`config.mk`:
```
export PLATFORM = sky130hd
export DESIGN_NAME = game_controller_flat
export DESIGN_NICKNAME = d
export VERILOG_FILES = /design/src/rtl/game_controller_if.sv /design/src/rtl/game_controller.sv /design/src/flat_wrapper.sv
export SDC_FILE = /design/constraint.sdc
export NUM_CORES = 1
export LEC_CHECK = 0
export CORE_ASPECT_RATIO = 1.1
export CORE_MARGIN = 2
export CORE_UTILIZATION = 30
export CTS_CLUSTER_DIAMETER = 30
export DETAILED_ROUTE_END_ITERATION = 10
export DONT_BUFFER_PORTS = 1
export GPL_TIMING_DRIVEN = 0
export SLEW_MARGIN = 20
export SYNTH_ARGS = -nofsm -noshare
export SYNTH_HDL_FRONTEND = slang
export SYNTH_SLANG_ARGS = --single-unit
```
`constraint.sdc`:
```
create_clock -name ClockIn -period 2.9 [get_ports ClockIn]
set_clock_uncertainty 0.05 [all_clocks]
set_input_delay 0.58 -clock ClockIn [delete_from_list [all_inputs] [get_ports ClockIn]]
set_output_delay 0.58 -clock ClockIn [all_outputs]
set_load 0.01 [all_outputs]
```
`src/rtl/game_controller_if.sv`:
```
// rtl/game_controller_if.sv - player, countdown and display signals of the game controller
interface game_controller_if;
  logic       Start;
  logic       Mode;
  logic [3:0] Buttons;
  logic [7:0] TimeLeft;
  logic       TimerReset;
  logic       TimerSel;
  logic [3:0] Target;
  logic [7:0] Score;
  logic [7:0] Misses;
  logic       GameOver;
  logic [2:0] State;

  modport master (
    output Start, Mode, Buttons, TimeLeft,
    input  TimerReset, TimerSel, Target, Score, Misses, GameOver, State
  );

  modport slave (
    input  Start, Mode, Buttons, TimeLeft,
    output TimerReset, TimerSel, Target, Score, Misses, GameOver, State
  );
endinterface

```
`src/rtl/game_controller.sv`:
```
// rtl/game_controller.sv - whack-a-mole game FSM with LFSR target selection and scoring
module game_controller #(
  parameter int         MOLE_CYCLES = 25000000,
  parameter logic [7:0] LFSR_SEED   = 8'hA5
) (
  input logic           ClockIn,
  input logic           Reset,
  game_controller_if.slave bus
);

  localparam int CW = (MOLE_CYCLES > 1) ? $clog2(MOLE_CYCLES) : 1;
  localparam logic [CW-1:0] MOLE_LOAD = CW'(MOLE_CYCLES - 1);

  typedef enum logic [2:0] {
    IDLE  = 3'd0,
    LOAD  = 3'd1,
    SPAWN = 3'd2,
    WAIT  = 3'd3,
    DONE  = 3'd5
  } state_t;

  state_t        state;
  logic [7:0]    lfsr;
  logic [3:0]    buttons_q;
  logic [3:0]    press_q;
  logic [CW-1:0] mole_cnt;
  logic [1:0]    prev_idx;
  logic          timer_reset;
  logic          timer_sel;
  logic [3:0]    target;
  logic [7:0]    score;
  logic [7:0]    misses;

  logic          lfsr_fb;
  logic [1:0]    raw_idx;
  logic [1:0]    spawn_idx;

  // Taps 7,5,4,3 realise x^8+x^6+x^5+x^4+1; never repeat the previous target
  assign lfsr_fb   = lfsr[7] ^ lfsr[5] ^ lfsr[4] ^ lfsr[3];
  assign raw_idx   = lfsr[1:0];
  assign spawn_idx = (raw_idx == prev_idx) ? raw_idx + 2'd1 : raw_idx;

  // Game FSM; registered outputs take the value of the state being entered
  always_ff @(posedge ClockIn) begin
    if (Reset) begin
      state       <= IDLE;
      lfsr        <= LFSR_SEED;
      buttons_q   <= 4'b0000;
      press_q     <= 4'b0000;
      mole_cnt    <= '0;
      prev_idx    <= 2'd0;
      timer_reset <= 1'b1;
      timer_sel   <= 1'b0;
      target      <= 4'b0000;
      score       <= 8'd0;
      misses      <= 8'd0;
    end else begin
      lfsr      <= {lfsr[6:0], lfsr_fb};
      buttons_q <= bus.Buttons;
      press_q   <= bus.Buttons & ~buttons_q;
      case (state)
        IDLE, DONE: begin
          if (bus.Start) begin
            state       <= LOAD;
            timer_reset <= 1'b1;
            timer_sel   <= bus.Mode;
            score       <= 8'd0;
            misses      <= 8'd0;
          end
        end
        LOAD: begin
          state       <= SPAWN;
          timer_reset <= 1'b0;
        end
        SPAWN: begin
          target   <= 4'b0001 << spawn_idx;
          prev_idx <= spawn_idx;
          mole_cnt <= MOLE_LOAD;
          state    <= WAIT;
        end
        WAIT: begin
          if (bus.TimeLeft == 8'd0) begin
            state  <= DONE;
            target <= 4'b0000;
          end else if (press_q == target) begin
            if (score != 8'hFF) score <= score + 8'd1;
            state <= SPAWN;
          end else if (press_q != 4'b0000) begin
            if (misses != 8'hFF) misses <= misses + 8'd1;
            if (mole_cnt != '0) mole_cnt <= mole_cnt - 1'b1;
          end else if (mole_cnt == '0) begin
            state <= SPAWN;
          end else begin
            mole_cnt <= mole_cnt - 1'b1;
          end
        end
        default: begin
          state       <= IDLE;
          timer_reset <= 1'b1;
          target      <= 4'b0000;
        end
      endcase
    end
  end

  assign bus.TimerReset = timer_reset;
  assign bus.TimerSel   = timer_sel;
  assign bus.Target     = target;
  assign bus.Score      = score;
  assign bus.Misses     = misses;
  assign bus.GameOver   = (state == DONE);
  assign bus.State      = state;

endmodule

```
`src/flat_wrapper.sv`:
```
// flat-port wrapper written by rule: the top's interface ports become plain ports
module game_controller_flat 
#(
  parameter int         MOLE_CYCLES = 25000000,
  parameter logic [7:0] LFSR_SEED   = 8'hA5
)
  (ClockIn, Reset, bus_Start, bus_Mode, bus_Buttons, bus_TimeLeft, bus_TimerReset, bus_TimerSel, bus_Target, bus_Score, bus_Misses, bus_GameOver, bus_State);
  game_controller_if bus_i ();
  input logic ClockIn;
  input logic Reset;
  input wire logic [$bits(bus_i.Start)-1:0] bus_Start;
  input wire logic [$bits(bus_i.Mode)-1:0] bus_Mode;
  input wire logic [$bits(bus_i.Buttons)-1:0] bus_Buttons;
  input wire logic [$bits(bus_i.TimeLeft)-1:0] bus_TimeLeft;
  output wire logic [$bits(bus_i.TimerReset)-1:0] bus_TimerReset;
  output wire logic [$bits(bus_i.TimerSel)-1:0] bus_TimerSel;
  output wire logic [$bits(bus_i.Target)-1:0] bus_Target;
  output wire logic [$bits(bus_i.Score)-1:0] bus_Score;
  output wire logic [$bits(bus_i.Misses)-1:0] bus_Misses;
  output wire logic [$bits(bus_i.GameOver)-1:0] bus_GameOver;
  output wire logic [$bits(bus_i.State)-1:0] bus_State;
  assign bus_i.Start = bus_Start;
  assign bus_i.Mode = bus_Mode;
  assign bus_i.Buttons = bus_Buttons;
  assign bus_i.TimeLeft = bus_TimeLeft;
  assign bus_TimerReset = bus_i.TimerReset;
  assign bus_TimerSel = bus_i.TimerSel;
  assign bus_Target = bus_i.Target;
  assign bus_Score = bus_i.Score;
  assign bus_Misses = bus_i.Misses;
  assign bus_GameOver = bus_i.GameOver;
  assign bus_State = bus_i.State;
  game_controller #(.MOLE_CYCLES(MOLE_CYCLES), .LFSR_SEED(LFSR_SEED)) u_core (.ClockIn(ClockIn), .Reset(Reset), .bus(bus_i));
endmodule
```
---- Word level (Yosys, flattened, before mapping) ----
Cells that the tools add are included.
operators by class
  $add $sub $neg .......................... 4
  multipliers ............................. 0
  divide/modulo/power cells ............... 0
  order comparisons ....................... 0
  equal/unequal tests ..................... 20
  shift operators ......................... 1
  multiplexer cells ....................... 27
  bitwise operators ....................... 7
  reduce and logical (&&, ||, !) cells .... 17
operator list
  kind                   count
  $mux 25                5
  $mux 8                 8
  $pmux 25 s2            1
  $pmux 8 s2             2
  $logic_not 25->1       1
  $reduce_bool 25->1     1
  $sub 25x1->25 const B  1
  $add 8x1->8 const B    2
  $ne 8x8->1 const B     2
  $mux 3                 5
  $pmux 3 s4             1
  $pmux 4 s3             1
  $ne 2x1->1 const B     5
  $reduce_and 5->1       2
  $logic_not 8->1        1
  $eq 3x2->1 const B     2
  $ne 2x2->1 const B     3
  $reduce_and 2->1       3
  $reduce_and 6->1       1
  $and 4x4->4            1
  $eq 4x4->1             1
  $mux 4                 1
  $ne 4x1->1 const B     1
  $ne 4x2->1 const B     1
  other kinds (19)       24
word-level totals
  flip-flop bits (word level) ............. 68
  latch bits .............................. 0
  RAM bits ................................ 0
  ROM bits ................................ 0
  bits of input ports ..................... 16
  output and inout port bits .............. 26
  logic and storage cells ................. 87
  memories kept ........................... 0

---- Longest topological paths before layout ----
  word-level depth ........................ 6
  mapped depth ............................ 10
  mapped depth without buffers ............ 7

---- Least setup slack after synthesis ----
OpenSTA, ideal clock, no wires.
  kind .................................... reg2reg
  start point ............................. register u_core.mole_cnt[4]
  end point ............................... register u_core.mole_cnt[21]
  data arrival time ....................... 2.535 ns
  data required time ...................... 2.776 ns
  path slack .............................. 0.240 ns
  cell stages (with the launch flop) ...... 8
  path buffers ............................ 2
  clock period less this slack ............ 2.660 ns
  cells stage by stage .................... dfxtp_1 > or4_1 > buf_2 > or4_4 > buf_2 > or3_1 > or4_1 > a31oi_1
on the way
  longest elaborated chain between the ends .. 6
  elaborated cells between the ends (all ways) .. 12
  those cells by class .................... add/sub: 1; eq/ne: 2; mux: 6; reduce/logical: 3
RTL lines
  element                            line                                          source
  start, declared                    game_controller.sv:26                         logic [CW-1:0] mole_cnt;
  start signal, assigned             game_controller.sv:90                         if (mole_cnt != '0) mole_cnt <= mole_cnt - 1'b1;
  start signal, assigned             game_controller.sv:94                         mole_cnt <= mole_cnt - 1'b1;
  $sub 25x1->25                      game_controller.sv:90, game_controller.sv:94
  $mux 25, on equally long branches  game_controller.sv:91, game_controller.sv:90
  $mux 25                            game_controller.sv:88                         end else if (press_q != 4'b0000) begin
  $mux 25                            game_controller.sv:85                         end else if (press_q == target) begin
  $mux 25                            game_controller.sv:82                         if (bus.TimeLeft == 8'd0) begin
  $pmux 25 s2                        game_controller.sv:61                         case (state)
Parallel ways exist; a longest one is shown, timed or not. The select of a mux whose other input is x is not followed.
A chain may end at the register's enable or synchronous reset.

---- Worst setup path after layout ----
  start point ............................. register u_core.mole_cnt[0]
  end point ............................... register u_core.mole_cnt[1]
Same word-level chain as after synthesis.

==> impl_metrics.env <==
export IMPL_final_common_cell="dfxtp_1"
export IMPL_p_int_mw=2.05
export IMPL_grt_usage_pct=14.7
export IMPL_clock_power_share_pct=39.3
export IMPL_fin_crit_sh_pct=97.8
export IMPL_maxCapViolations=0
export IMPL_finalSetupViolations=0
export IMPL_crit_start="u_core.mole_cnt[0]$_SDFFE_PP0P_"
export IMPL_synth_distinct_cells=43
export IMPL_io_buffers=0
export IMPL_drive_gt1_share_pct=9.64
export IMPL_synth_edf_count=0
export IMPL_reg2reg_from="u_core.mole_cnt[0]$_SDFFE_PP0P_"
export IMPL_num_vias=2904
export IMPL_crit_type="flip-flop to flip-flop"
export IMPL_ys_flop_type="dfxtp_1"
export IMPL_core_area_um2=10400
export IMPL_peakVddDrop_mv=0.327
export IMPL_mostFrequentLayoutCells="dfxtp_1, a21oi_1, o21ai_0"
export IMPL_die_h_um=112
export IMPL_finalHoldViolCount=0
export IMPL_syn_instance_count=367
export IMPL_cts_root_buffer="clkbuf_16"
export IMPL_critPathRequiredTime_ns=3.08
export IMPL_dpl_hpwl_mm=5.78
export IMPL_dr_wl_met2_mm=3.91
export IMPL_synth_top_area_share_pct=42.6
export IMPL_ios=42
export IMPL_ys_ff_latch=68
export IMPL_critPathCaptureType="flip-flop"
export IMPL_grt_pass1_wl_mm=13.3
export IMPL_maxSlewViolCount=0
export IMPL_start_util_pct=30.7
export IMPL_powerDensity_nw_per_um2=798
export IMPL_fin_tns_setup_ns=0
export IMPL_post_synth_and_or_nand_nor_area_fraction_pct=26.8
export IMPL_synth_xor_area_share_pct=3.29
export IMPL_startpoint_type="flip-flop"
export IMPL_syn_cell_area_um2=3190
export IMPL_routabilityCongestion=0.835
export IMPL_numClockSinks=68
export IMPL_syn2layout_area_growth_pct=17.1
export IMPL_routed_top_layer="met4"
export IMPL_ys_seq_area_share_pct=42.6
export IMPL_drc=0
export IMPL_antenna_found_initial=0
export IMPL_cts_tree="done"
export IMPL_die_x_um=102
export IMPL_status="completed"
export IMPL_max_freq_mhz=352
export IMPL_clk_pin_slew_ns=0.06
export IMPL_yosysWarnings=0
export IMPL_dp_cells=510
export IMPL_synth_area_leader_cell="dfxtp_1"
export IMPL_switching_share_pct=31.3
export IMPL_tightest_slew_ns=0.780
export IMPL_leakagePower_nw=1.26
export IMPL_fin_cells=527
export IMPL_grt_pass1_vias=2698
export IMPL_min_from="Reset"
export IMPL_synth_compound_area_share_pct=20.1
export IMPL_met3_length_um=477
export IMPL_numCtsBuffers=9
export IMPL_slew_headroom_pct=47.5
export IMPL_crit_fanout=10
export IMPL_yosys_top_cells_area="dfxtp_1, or4_1, a21oi_1"
export IMPL_synthesis_nets=387
export IMPL_postCtsHoldBufs=0
export IMPL_reg2reg_slack_ns=0.06
export IMPL_placementRows=39
export IMPL_cp_arrival_ns=3.02
export IMPL_firstDrtPassIters=5
export IMPL_cts_max_path_buffers=2
export IMPL_p_comb_share_pct=23.3
export IMPL_nets=399
export IMPL_hp_class="input pin to flip-flop"
export IMPL_drt_met1_wl_mm=3.73
export IMPL_synthMuxAreaShare_pct=1.88
export IMPL_die_area_um2=11500
export IMPL_diodes=0
export IMPL_via_per_inst=5.51
export IMPL_drt_iter0_drc=173
export IMPL_wl_mm=8.26
export IMPL_avgSynthCellArea_um2=8.70
export IMPL_share_seq_of_total_power_pct=37.4
export IMPL_grt_max_degree=12
export IMPL_ant_nets=0
export IMPL_clk_latency_ns=0.33
export IMPL_wire_per_inst_um=15.7
export IMPL_grt_overflow=0
export IMPL_synth_fa_ha_area_share_pct=1.57
export IMPL_htree_levels=3
export IMPL_p_sw_uw=934
export IMPL_synth_top_family_by_area="simple AND/OR/NAND/NOR gates"
export IMPL_fin_crit_ns=2.84
export IMPL_async_flop_share_pct=0
[kinds of logic after synthesis]
| logic type | after synthesis |
|---|---|
| adder cells (fa/ha/maj) | 4 |
| AO/OA/AOI/OAI | 99 |
| flip-flops | 68 |
| multiplexers | 6 |
| AND/OR/NAND/NOR | 148 |
| XOR/XNOR | 12 |
| buffers and inverters | 30 |
[timing repair]
action                                  CTS  global route
gates resized for setup                   3             7
buffers inserted                          1             1
pin swaps                                 1             1
endpoints found under the setup margin   12            28
[Yosys cell counts (12+ instances only)]
| cell | n |
|---|---|
| dfxtp_1 | 68 |
| a21oi_1 | 25 |
| o21ai_0 | 23 |
| nand2_1 | 22 |
| or4_1 | 22 |
| nor2_1 | 21 |
| or3_1 | 18 |
| nor2b_1 | 17 |
| clkbuf_1 | 14 |
| a31oi_1 | 12 |
[routing by layer]
| metal | vias up | track usage [%] |
|---|---|---|
| met5 | - | 0 |
| met4 | 0 | 5.51 |
| met3 | 10 | 3.99 |
| met2 | 89 | 23.5 |
| met1 | 1392 | 18.8 |
| li1 | 1413 | - |
[final timing paths]
kind,endpoint,cells past startpoint
max,u_core.mole_cnt[1]$_SDFFE_PP0P_,9
max reg2reg,u_core.mole_cnt[1]$_SDFFE_PP0P_,9
min reg2reg,u_core.press_q[1]$_SDFF_PP0_,1
min,u_core.buttons_q[2]$_SDFF_PP0_,1
[final cells by class]
class | instances | area [um2]
Fill cell | 1070 | 6650
Multi-Input combinational cell | 269 | 1740
Sequential cell | 68 | 1360
Clock buffer | 11 | 243
Tap cell | 143 | 179
Buffer | 18 | 83.8
Clock inverter | 5 | 75.1
Inverter | 11 | 41.3
Timing Repair Buffer | 2 | 15.0
[state kept, by name, indices dropped and copies added, names as in the netlist]
register and count:
u_core.bus.TimerReset 1, u_core.bus.Target 4, u_core.mole_cnt 25, u_core.bus.State 3, u_core.bus.TimerSel 1, u_core.press_q 4, u_core.buttons_q 4, u_core.bus.Misses 8
u_core.prev_idx 2, u_core.lfsr 8, u_core.bus.Score 8
[power groups by stage]
stage	registers, mW	logic, mW	clock network [mW]
6_report	1.12	0.696	1.17
5_1_grt	1.13	0.770	1.24
4_1_cts	1.11	0.663	1.19
3_5_place_dp	1.13	0.647	0
3_3_place_gp	1.13	0.627	0
2_1_floorplan	1.10	0.496	0
[worst max-delay path, stage by stage (launching register included)]
cell and delay, ns:
dfxtp_1 0.35, inv_1 0.10, ha_1 0.15, or4b_2 0.63, or4_4 0.47, o211ai_4 0.25, buf_6 0.18, buf_4 0.19
nand2_1 0.07, a311oi_1 0.29
[stage by stage]
stage | setup slack (ns) | cell area (um2) | hold WS, ns | util, % | power [mW]
finish | 0.0628 | 3740 | 0.279 | 36.0 | 2.98
CTS | 0.0239 | 3720 | 0.274 | 35.8 | 2.97
detailed placement | -0.149 | 3380 | 0.323 | 32.5 | 1.78
floorplan | 0.240 | 3190 | 0.317 | - | 1.60
global placement | -0.103 | 3370 | 0.321 | 32.4 | 1.75
global route | -0.0158 | 3740 | 0.274 | 36.0 | 3.14
(Power assumes the default switching activity.)
